==> src/rtl/trace_pkg.sv <==
// Shared types for the CPU trace buffer.
//   trace_state_e : capture/readout state, visible on the top-level state output
//   trace_mode_e  : capture mode, sampled when arm is pulsed
//   trace_entry_t : layout of one packed CPU snapshot (246 bits)
package trace_pkg;

  typedef enum logic [1:0] {
    IDLE  = 2'd0,
    ARMED = 2'd1,
    POST  = 2'd2,
    DONE  = 2'd3
  } trace_state_e;

  typedef enum logic {
    MODE_FILL = 1'b0,
    MODE_TRIG = 1'b1
  } trace_mode_e;

  typedef struct packed {
    logic [37:0]      ctrl;       // relay control lines
    logic [2:0]       alu_code;
    logic [4:0]       fsm_state;
    logic [7:0]       inst;
    logic [7:0]       data_bus;
    logic [15:0]      addr_bus;
    logic [15:0]      pc;
    logic [15:0]      inc;        // address incrementer latch
    logic [16:0][7:0] regs;       // 8-bit register file snapshot
  } trace_entry_t;

  localparam int TRACE_ENTRY_W = $bits(trace_entry_t);

endpackage

==> src/rtl/trace_ring_mem.sv <==
// Ring storage for the trace buffer: DEPTH x ENTRY_W flop array.
//   clock : write clock
//   we    : write enable
//   waddr : write address
//   wdata : write data
//   raddr : read address
//   rdata : asynchronous read data, mem[raddr]
// No reset: contents are only meaningful where the buffer's count says so.
module trace_ring_mem #(
  parameter int ENTRY_W = 246,
  parameter int DEPTH   = 16,
  localparam int AW     = $clog2(DEPTH)
) (
  input  logic               clock,
  input  logic               we,
  input  logic [AW-1:0]      waddr,
  input  logic [ENTRY_W-1:0] wdata,
  input  logic [AW-1:0]      raddr,
  output logic [ENTRY_W-1:0] rdata
);

  logic [ENTRY_W-1:0] mem [DEPTH];

  always_ff @(posedge clock) begin
    if (we) mem[waddr] <= wdata;
  end

  assign rdata = mem[raddr];

endmodule

==> src/rtl/cpu_trace_buffer.sv <==
// Capture buffer for relay-computer debug snapshots.
// Records one entry per cap_valid cycle into a DEPTH-deep ring, then replays
// oldest-first over a valid/ready port. Never back-pressures the core.
//   clock, reset              : system clock, async active-high reset
//   arm, mode, post_count     : start a capture (mode/post_count sampled on arm)
//   trig_pc_en, trig_pc       : optional PC-match trigger
//   stop                      : force end of capture
//   cap_valid/entry/pc/halt   : snapshot input
//   rd_valid/ready/entry/last : replay port
//   state, count, triggered   : status
//
// state | meaning
// IDLE  | nothing captured, waiting for arm
// ARMED | capturing; FILL stops when full, TRIG waits for trigger
// POST  | trigger seen, capturing the remaining post-trigger entries
// DONE  | capture finished, replaying entries oldest-first
module cpu_trace_buffer
  import trace_pkg::*;
#(
  parameter int ENTRY_W = 246,
  parameter int DEPTH   = 16,
  parameter int ADDR_W  = 16,
  localparam int CNT_W  = $clog2(DEPTH) + 1
) (
  input  logic               clock,
  input  logic               reset,
  input  logic               arm,
  input  logic               mode,
  input  logic [CNT_W-1:0]   post_count,
  input  logic               trig_pc_en,
  input  logic [ADDR_W-1:0]  trig_pc,
  input  logic               stop,
  input  logic               cap_valid,
  input  logic [ENTRY_W-1:0] cap_entry,
  input  logic [ADDR_W-1:0]  cap_pc,
  input  logic               cap_halt,
  output logic               rd_valid,
  input  logic               rd_ready,
  output logic [ENTRY_W-1:0] rd_entry,
  output logic               rd_last,
  output logic [1:0]         state,
  output logic [CNT_W-1:0]   count,
  output logic               triggered
);

  localparam int AW = $clog2(DEPTH);
  localparam logic [CNT_W-1:0] FULL     = CNT_W'(DEPTH);
  localparam logic [CNT_W-1:0] FULL_M1  = CNT_W'(DEPTH - 1);
  localparam logic [CNT_W-1:0] CNT_ONE  = CNT_W'(1);
  localparam logic [AW-1:0]    PTR_ONE  = AW'(1);

  trace_state_e     state_q, state_n;
  trace_mode_e      mode_q, mode_n;
  logic [AW-1:0]    wptr_q, wptr_n, rptr_q, rptr_n;
  logic [CNT_W-1:0] count_q, count_n, remain_q, remain_n, post_q, post_n;
  logic             trig_q, trig_n, rd_valid_q, rd_valid_n;
  logic             we, hit;

  assign hit = cap_valid & (cap_halt | (trig_pc_en & (cap_pc == trig_pc)));

  always_ff @(posedge clock or posedge reset) begin
    if (reset) begin
      state_q    <= IDLE;
      mode_q     <= MODE_FILL;
      wptr_q     <= '0;
      rptr_q     <= '0;
      count_q    <= '0;
      remain_q   <= '0;
      post_q     <= '0;
      trig_q     <= 1'b0;
      rd_valid_q <= 1'b0;
    end else begin
      state_q    <= state_n;
      mode_q     <= mode_n;
      wptr_q     <= wptr_n;
      rptr_q     <= rptr_n;
      count_q    <= count_n;
      remain_q   <= remain_n;
      post_q     <= post_n;
      trig_q     <= trig_n;
      rd_valid_q <= rd_valid_n;
    end
  end

  always_comb begin
    state_n    = state_q;
    mode_n     = mode_q;
    wptr_n     = wptr_q;
    rptr_n     = rptr_q;
    count_n    = count_q;
    remain_n   = remain_q;
    post_n     = post_q;
    trig_n     = trig_q;
    rd_valid_n = rd_valid_q;
    we         = 1'b0;

    if (arm) begin
      state_n    = ARMED;
      mode_n     = trace_mode_e'(mode);
      post_n     = (post_count > FULL_M1) ? FULL_M1 : post_count;
      wptr_n     = '0;
      rptr_n     = '0;
      count_n    = '0;
      remain_n   = '0;
      trig_n     = 1'b0;
      rd_valid_n = 1'b0;
    end else begin
      unique case (state_q)
        IDLE: ;
        ARMED, POST: begin
          if (cap_valid) begin
            we      = 1'b1;
            wptr_n  = wptr_q + PTR_ONE;
            count_n = (count_q == FULL) ? FULL : count_q + CNT_ONE;
            if (state_q == ARMED) begin
              if (mode_q == MODE_FILL) begin
                if (count_q == FULL_M1) state_n = DONE;
              end else if (hit) begin
                trig_n   = 1'b1;
                remain_n = post_q;
                state_n  = (post_q == '0) ? DONE : POST;
              end
            end else begin
              remain_n = remain_q - CNT_ONE;
              if (remain_q == CNT_ONE) state_n = DONE;
            end
          end
          if (stop) state_n = DONE;
        end
        DONE: begin
          // First DONE cycle positions rptr at the oldest entry; a full
          // ring has wrapped, so the oldest sits at the write pointer.
          if (!rd_valid_q) begin
            if (count_q == '0) begin
              state_n = IDLE;
            end else begin
              rd_valid_n = 1'b1;
              rptr_n     = (count_q == FULL) ? wptr_q : '0;
            end
          end else if (rd_ready) begin
            rptr_n  = rptr_q + PTR_ONE;
            count_n = count_q - CNT_ONE;
            if (count_q == CNT_ONE) begin
              rd_valid_n = 1'b0;
              state_n    = IDLE;
            end
          end
        end
        default: state_n = IDLE;
      endcase
    end
  end

  trace_ring_mem #(
    .ENTRY_W (ENTRY_W),
    .DEPTH   (DEPTH)
  ) u_mem (
    .clock (clock),
    .we    (we),
    .waddr (wptr_q),
    .wdata (cap_entry),
    .raddr (rptr_q),
    .rdata (rd_entry)
  );

  assign rd_valid  = rd_valid_q;
  assign rd_last   = rd_valid_q & (count_q == CNT_ONE);
  assign state     = state_q;
  assign count     = count_q;
  assign triggered = trig_q;

endmodule

==> config.mk <==
export PLATFORM = sky130hd
export DESIGN_NAME = cpu_trace_buffer
export DESIGN_NICKNAME = d
export VERILOG_FILES = /design/src/rtl/trace_pkg.sv /design/src/rtl/trace_ring_mem.sv /design/src/rtl/cpu_trace_buffer.sv
export SDC_FILE = /design/constraint.sdc
export NUM_CORES = 2
export LEC_CHECK = 0
export CORE_UTILIZATION = 60
export CTS_CLUSTER_SIZE = 8
export DETAILED_ROUTE_END_ITERATION = 10
export PLACE_DENSITY = 0.79
export SKIP_LAST_GASP = 1
export SYNTH_ARGS = -nofsm -noshare
export SYNTH_HDL_FRONTEND = slang
export SYNTH_SLANG_ARGS = --single-unit
==> constraint.sdc <==
create_clock -name clock -period 30 [get_ports clock]
set_clock_uncertainty 0.15 [all_clocks]
set_input_delay 6 -clock clock [delete_from_list [all_inputs] [get_ports clock]]
set_output_delay 6 -clock clock [all_outputs]
set_load 0.01 [all_outputs]
# ---- Word level (Yosys, flattened, before mapping)
# Memories as Yosys holds them, arrays and structs flattened.
# Cells that the tools add are included.
dict set report word_totals {
  reg_bits 28
  ram_bits 3936
  output_inout_bits 256
  mem_count 1
}
# memory words width read_ports rd_ports_with_merged_regs write_ports line
set memory_table {}
lappend memory_table {u_mem.mem 16 246 1 0 1 trace_ring_mem.sv:22} ;# logic [ENTRY_W-1:0] mem [DEPTH];
dict set report classes {
  addsub 5
  order_cmp 1
  eq_ne 22
  muxes 53
  bitwise_logic 4
  n_reduce_logical 16
}
# op count
set ops {}
lappend ops {{2-to-1 mux 5 bit} 12}
lappend ops {{2-to-1 mux 4 bit} 9}
lappend ops {{2-to-1 mux 2 bit} 12}
lappend ops {{!= test 3 bit (second input constant)} 7}
lappend ops {{2-to-1 mux 1 bit} 18}
lappend ops {{== test 16 bit} 1}
lappend ops {{!= test 4 bit (second input constant)} 4}
lappend ops {{!= test 6 bit (second input constant)} 2}
lappend ops {{nonzero test 2 bit} 6}
lappend ops {{== test 5 x 1 -> 1 bit (second input constant)} 2}
lappend ops {{logical NOT 5 bit} 2}
lappend ops {{one-hot mux 5 bit (2 select lines)} 1}
lappend ops {{subtractor 5 x 1 -> 5 bit (second input constant)} 2}
lappend ops {{adder 4 x 1 -> 4 bit (second input constant)} 2}
lappend ops {{AND reduction 4 bit} 2}
lappend ops {{AND reduction 8 bit} 1}
lappend ops {{adder 5 x 1 -> 5 bit (second input constant)} 1}
lappend ops {{== test 5 x 4 -> 1 bit (second input constant)} 1}
lappend ops {{== test 5 bit (second input constant)} 1}
lappend ops {{greater-than comparator 5 x 4 -> 1 bit (second input constant)} 1}
lappend ops {{!= test 5 bit (second input constant)} 1}
lappend ops {{AND reduction 5 bit} 1}
lappend ops {{== test 2 bit (second input constant)} 2}
lappend ops {{one-hot mux 2 bit (2 select lines)} 1}
lappend ops {{7 further kinds} 9}

# ---- Logic depth before layout (Yosys ltp)
dict set report logic_depth {
  ltp_word 11
  depth_mapped 11
}

# ---- Hierarchy
# From an unflattened synthesis, not the netlist that was laid out.
dict set report hier_totals {
  cells_unflattened 6388
  hier_area_um2 149606.0
}
# module n_inst cells_per_inst area_per_inst_um2
set by_module_without_submodules {}
lappend by_module_without_submodules {trace_ring_mem 1 6169 147644.1}
lappend by_module_without_submodules {cpu_trace_buffer 1 219 1961.9}

# ---- Worst setup path after synthesis
# Ideal clock, no wire load.
dict set report synth_timing {
  path_kind {input -> register}
  from {input arm}
  to {memory u_mem.mem[0][0], enable pin}
  arrival_ns 23.257
  t_required_ns 28.696
  path_slack_ns 5.439
  stages 5
  path_buffers 2
  path_cell_list {clkbuf_1 > clkbuf_1 > nor2_1 > nand2_1 > nor3_1}
}
dict set report synth_via {
  elab_chain_len 3
}
# element line
set synth_rtl {}
lappend synth_rtl {{start: declaration} cpu_trace_buffer.sv:27} ;# input logic arm,
lappend synth_rtl {{2-to-1 mux 1 bit} cpu_trace_buffer.sv:97} ;# if (arm) begin
lappend synth_rtl {{2-to-1 mux 1 bit} trace_ring_mem.sv:25} ;# if (we) mem[waddr] <= wdata;
lappend synth_rtl {{2-to-1 mux 1 bit (implied by the code)} trace_ring_mem.sv:25}
lappend synth_rtl {{end: declaration} trace_ring_mem.sv:22}
# No other way between the ends.

# ---- Final worst setup path
dict set report layout_timing {
  from {register rptr_q[0]}
  to {output rd_entry[209]}
}
dict set report layout_via {
  elab_chain_len 1
}
# element line
set layout_rtl {}
lappend layout_rtl {{start: declaration} cpu_trace_buffer.sv:54} ;# logic [AW-1:0] wptr_q, wptr_n, rptr_q, rptr_n;
lappend layout_rtl {{start signal: assignment} cpu_trace_buffer.sv:76} ;# rptr_q <= rptr_n;
lappend layout_rtl {{memory (16 x 246 bit)} --}
lappend layout_rtl {{end: declaration} cpu_trace_buffer.sv:39} ;# output logic [ENTRY_W-1:0] rd_entry,
# No other way between the ends.

==> results_dict.tcl <==
set metrics [dict create \
    ir_drop_mv 0.09730 \
    final_nets 7000 \
    row_count 182 \
    fillers 13210 \
    die_x_um 501.2 \
    wl_per_cell_um 38.99 \
    synth.avg_cell_area_um2 26.09 \
    dpl.hpwl_um 173400 \
    layout-drive-gt1-share_pct 29.57 \
    maxCapViolations 0 \
    cts_resized 0 \
    tns_ns 0 \
    syn_area_um2 149500 \
    gr-total-overflow 0 \
    leakagePower_nw 52.90 \
    start_util_pct 60.57 \
    grt_pass1_wl_um 557800 \
    detail-route-antenna-nets 0 \
    synthFlopType "edfxtp_1" \
    wl_um 394300 \
    grt_pass1_vias 75910 \
    cp.required_ns 23.85 \
    worstSkewPairLatency_ns 0.97 \
    vias 72440 \
    critPathLaunchType "register" \
    cts_tree "yes" \
    synth_fp_nets 6036 \
    timing.final.hold_violations 0 \
    gp_congestion 0.7721 \
    maxSlewHeadroom_pct 16.58 \
    htreeDepth 6 \
    r2r_cells 10 \
    post-place-cells 9426 \
    firstDrtPassIters 7 \
    portBuffers 547 \
    p_per_area_nw_per_um2 79.66 \
    rsz0062_at_grt "no" \
    ys_warn_count 0 \
    fin_cells 10110 \
    clockBufferDepth 4 \
    ys_ff_latch 3964 \
    cts_made_buffers 578 \
    antenna_found_initial 73 \
    status "completed" \
    synth_cell_types 49 \
    grt_use_total_pct 31.82 \
    drt_iter0_drc 10140 \
    hold_buffers 0 \
    syn2layout_area_growth_pct 16.64 \
    arrival_ns 7.86 \
    final_area_um2 174400 \
    grt_max_degree 168 \
    io_pins 548 \
    worstMarginPinSlew_ns 1.248 \
    post-route-drc-count 0 \
    cts_sinks 3964 \
    critPathKind "register to output pin" \
    core_um2 246800 \
    async_flop_share_pct 0.7064 \
    dpl-instance-area_um2 158900 \
    crit_fanout 49 \
    die-area_um2 251200 \
    fin_crit_ns 14.01 \
    via_per_inst 7.164 \
    syn_inst 5730 \
    synth_enable_flop_cells 3936 \
    whs_path_depth 2 \
    clock.fmax_mhz 71.38 \
    root_buffer "clkbuf_16" \
    setup_violations 0 \
    maxSlewViolCount 0 \
    fin_crit_sh_pct 46.70 \
    fp.dieH_um 501.2 \
    hold_class "register to register" \
    synth_seq_area_share_pct 79.52 \
    clk_pin_slew_ns 0.05 \
    endpoint_kind "output pin" \
    postCtsSetupBuffers 0 \
]
[worst max-delay path: stages, from the launching register on]
cell and delay, ns:
dfrtp_4 0.99, buf_4 0.82, buf_4 0.79, buf_4 0.74
buf_4 0.85, buf_4 0.80, mux4_2 0.63, mux4_2 0.55
clkdlybuf4s50_1 0.52
[registers in the layout, summed over array words and instances (netlist names)]
register / count
u_mem.mem: 3936
triggered: 1
mode_q: 1
remain_q: 5
rptr_q: 4
rd_valid: 1
count: 5
post_q: 5
state: 2
wptr_q: 4
[routing by layer]
layer  track usage [%]  wire length (um)  vias to the layer above  share of wire (%)
met5                 0               396                        -               0.10
met4             13.68             16030                       60                4.1
met3             7.699             42100                      969                 11
li1                  -                 -                    26920                  -
met1             41.17            135600                    38650                 34
met2             52.10            200200                     5833                 51
[synth_stat cells (2+ instances only)]
library cell | n | area (um2)
clkbuf_1 | 137 | 514.2
buf_2 | 70 | 350.3
ha_1 | 14 | 175.2
mux2_2 | 4 | 45.04
o21bai_1 | 2 | 15.01
nand2_1 | 28 | 105.1
inv_1 | 10 | 37.54
xor2_1 | 5 | 43.79
nor3_1 | 16 | 80.08
dfrtp_1 | 28 | 700.7
nor2b_1 | 15 | 93.84
mux4_2 | 1220 | 27480
buf_1 | 35 | 131.4
edfxtp_1 | 3936 | 118200
o31ai_1 | 4 | 30.03
nor4_1 | 3 | 18.77
a31oi_1 | 5 | 31.28
o22a_1 | 4 | 35.03
nand4_1 | 5 | 31.28
nor4b_1 | 2 | 17.52
o21ai_0 | 13 | 65.06
buf_4 | 4 | 30.03
a21o_1 | 2 | 15.01
nand2b_1 | 7 | 43.79
a211oi_1 | 10 | 75.07
a21oi_1 | 20 | 100.1
nor2_1 | 34 | 127.6
buf_6 | 45 | 506.7
mux2i_1 | 11 | 110.1
xnor2_1 | 18 | 157.7
nand3_1 | 5 | 25.02
[metrics by stage]
stage          hold WS, ns  total power [W]  util (%)  worst slack [ns]
6_report            0.3945          0.01389     70.65             15.99
5_1_grt             0.4238          0.01423     70.64             15.21
4_1_cts             0.3882          0.01396     70.60             15.62
3_5_place_dp        0.3780         0.008198     64.39             16.70
3_3_place_gp        0.3432         0.008156     64.39             16.81
2_1_floorplan       0.3219         0.007620         -             5.439
[power breakdown]
group	switching (W)	internal, W	leakage, nW
Combinational	0.000910	0.000963	9.61
Clock	0.00227	0.00346	7.52
Sequential	0.0000589	0.00622	35.8
Total	0.00324	0.0106	52.9
[path summary, 6_finish.rpt]
path                            startpoint                end  slack, ns
worst max-delay path             rptr_q[0]      rd_entry[209]      15.99
max in group asynchronous            reset          rptr_q[0]      24.13
min in group asynchronous            reset          wptr_q[1]       5.27
worst max register to register    state[1]  u_mem.mem[15][67]      23.60
worst min register to register   triggered          triggered       0.39
worst min-delay path             triggered          triggered       0.39
[logic make-up after synthesis]
kind of cell    share of synthesized area, %
mux                                    18.48
fa+ha+maj                             0.1172
compound gates                        0.3038
flops                                  79.52
xor+xnor                              0.1347
buf+inv                                1.053
simple gates                          0.3958
[final cells by class]
type	count	area (um2)	area share [%]
flip-flops and latches	3964	118900	68.18
clock buffers	605	14810	8.492
repair buffers	675	6674	3.827
clock inverters	34	538.0	0.3085
inverters	11	41.29	0.02368
diodes	47	117.6	0.06744
multi-input cells	1464	29160	16.72
well taps	3312	4144	2.376
[cell usage in the layout, fill, tap and decap left out, types with 7 or more instances in the layout]
cell             count
ha_1                14
clkbuf_16          589
clkinv_8            11
nor3_1              12
mux4_2            1220
clkdlybuf4s50_1    547
nor2_4              12
dfrtp_1             24
nand2_1             28
nor2_1              22
buf_12              19
nor2b_1             15
o21ai_0             13
mux2i_1             11
diode_2             47
nand2b_1             7
buf_4              109
inv_1               10
inv_6               11
a211oi_1            10
edfxtp_1          3936
clkbuf_1            15
a21oi_1             20
xnor2_1             18
No activity file was read; power rests on OpenSTA's default activity.
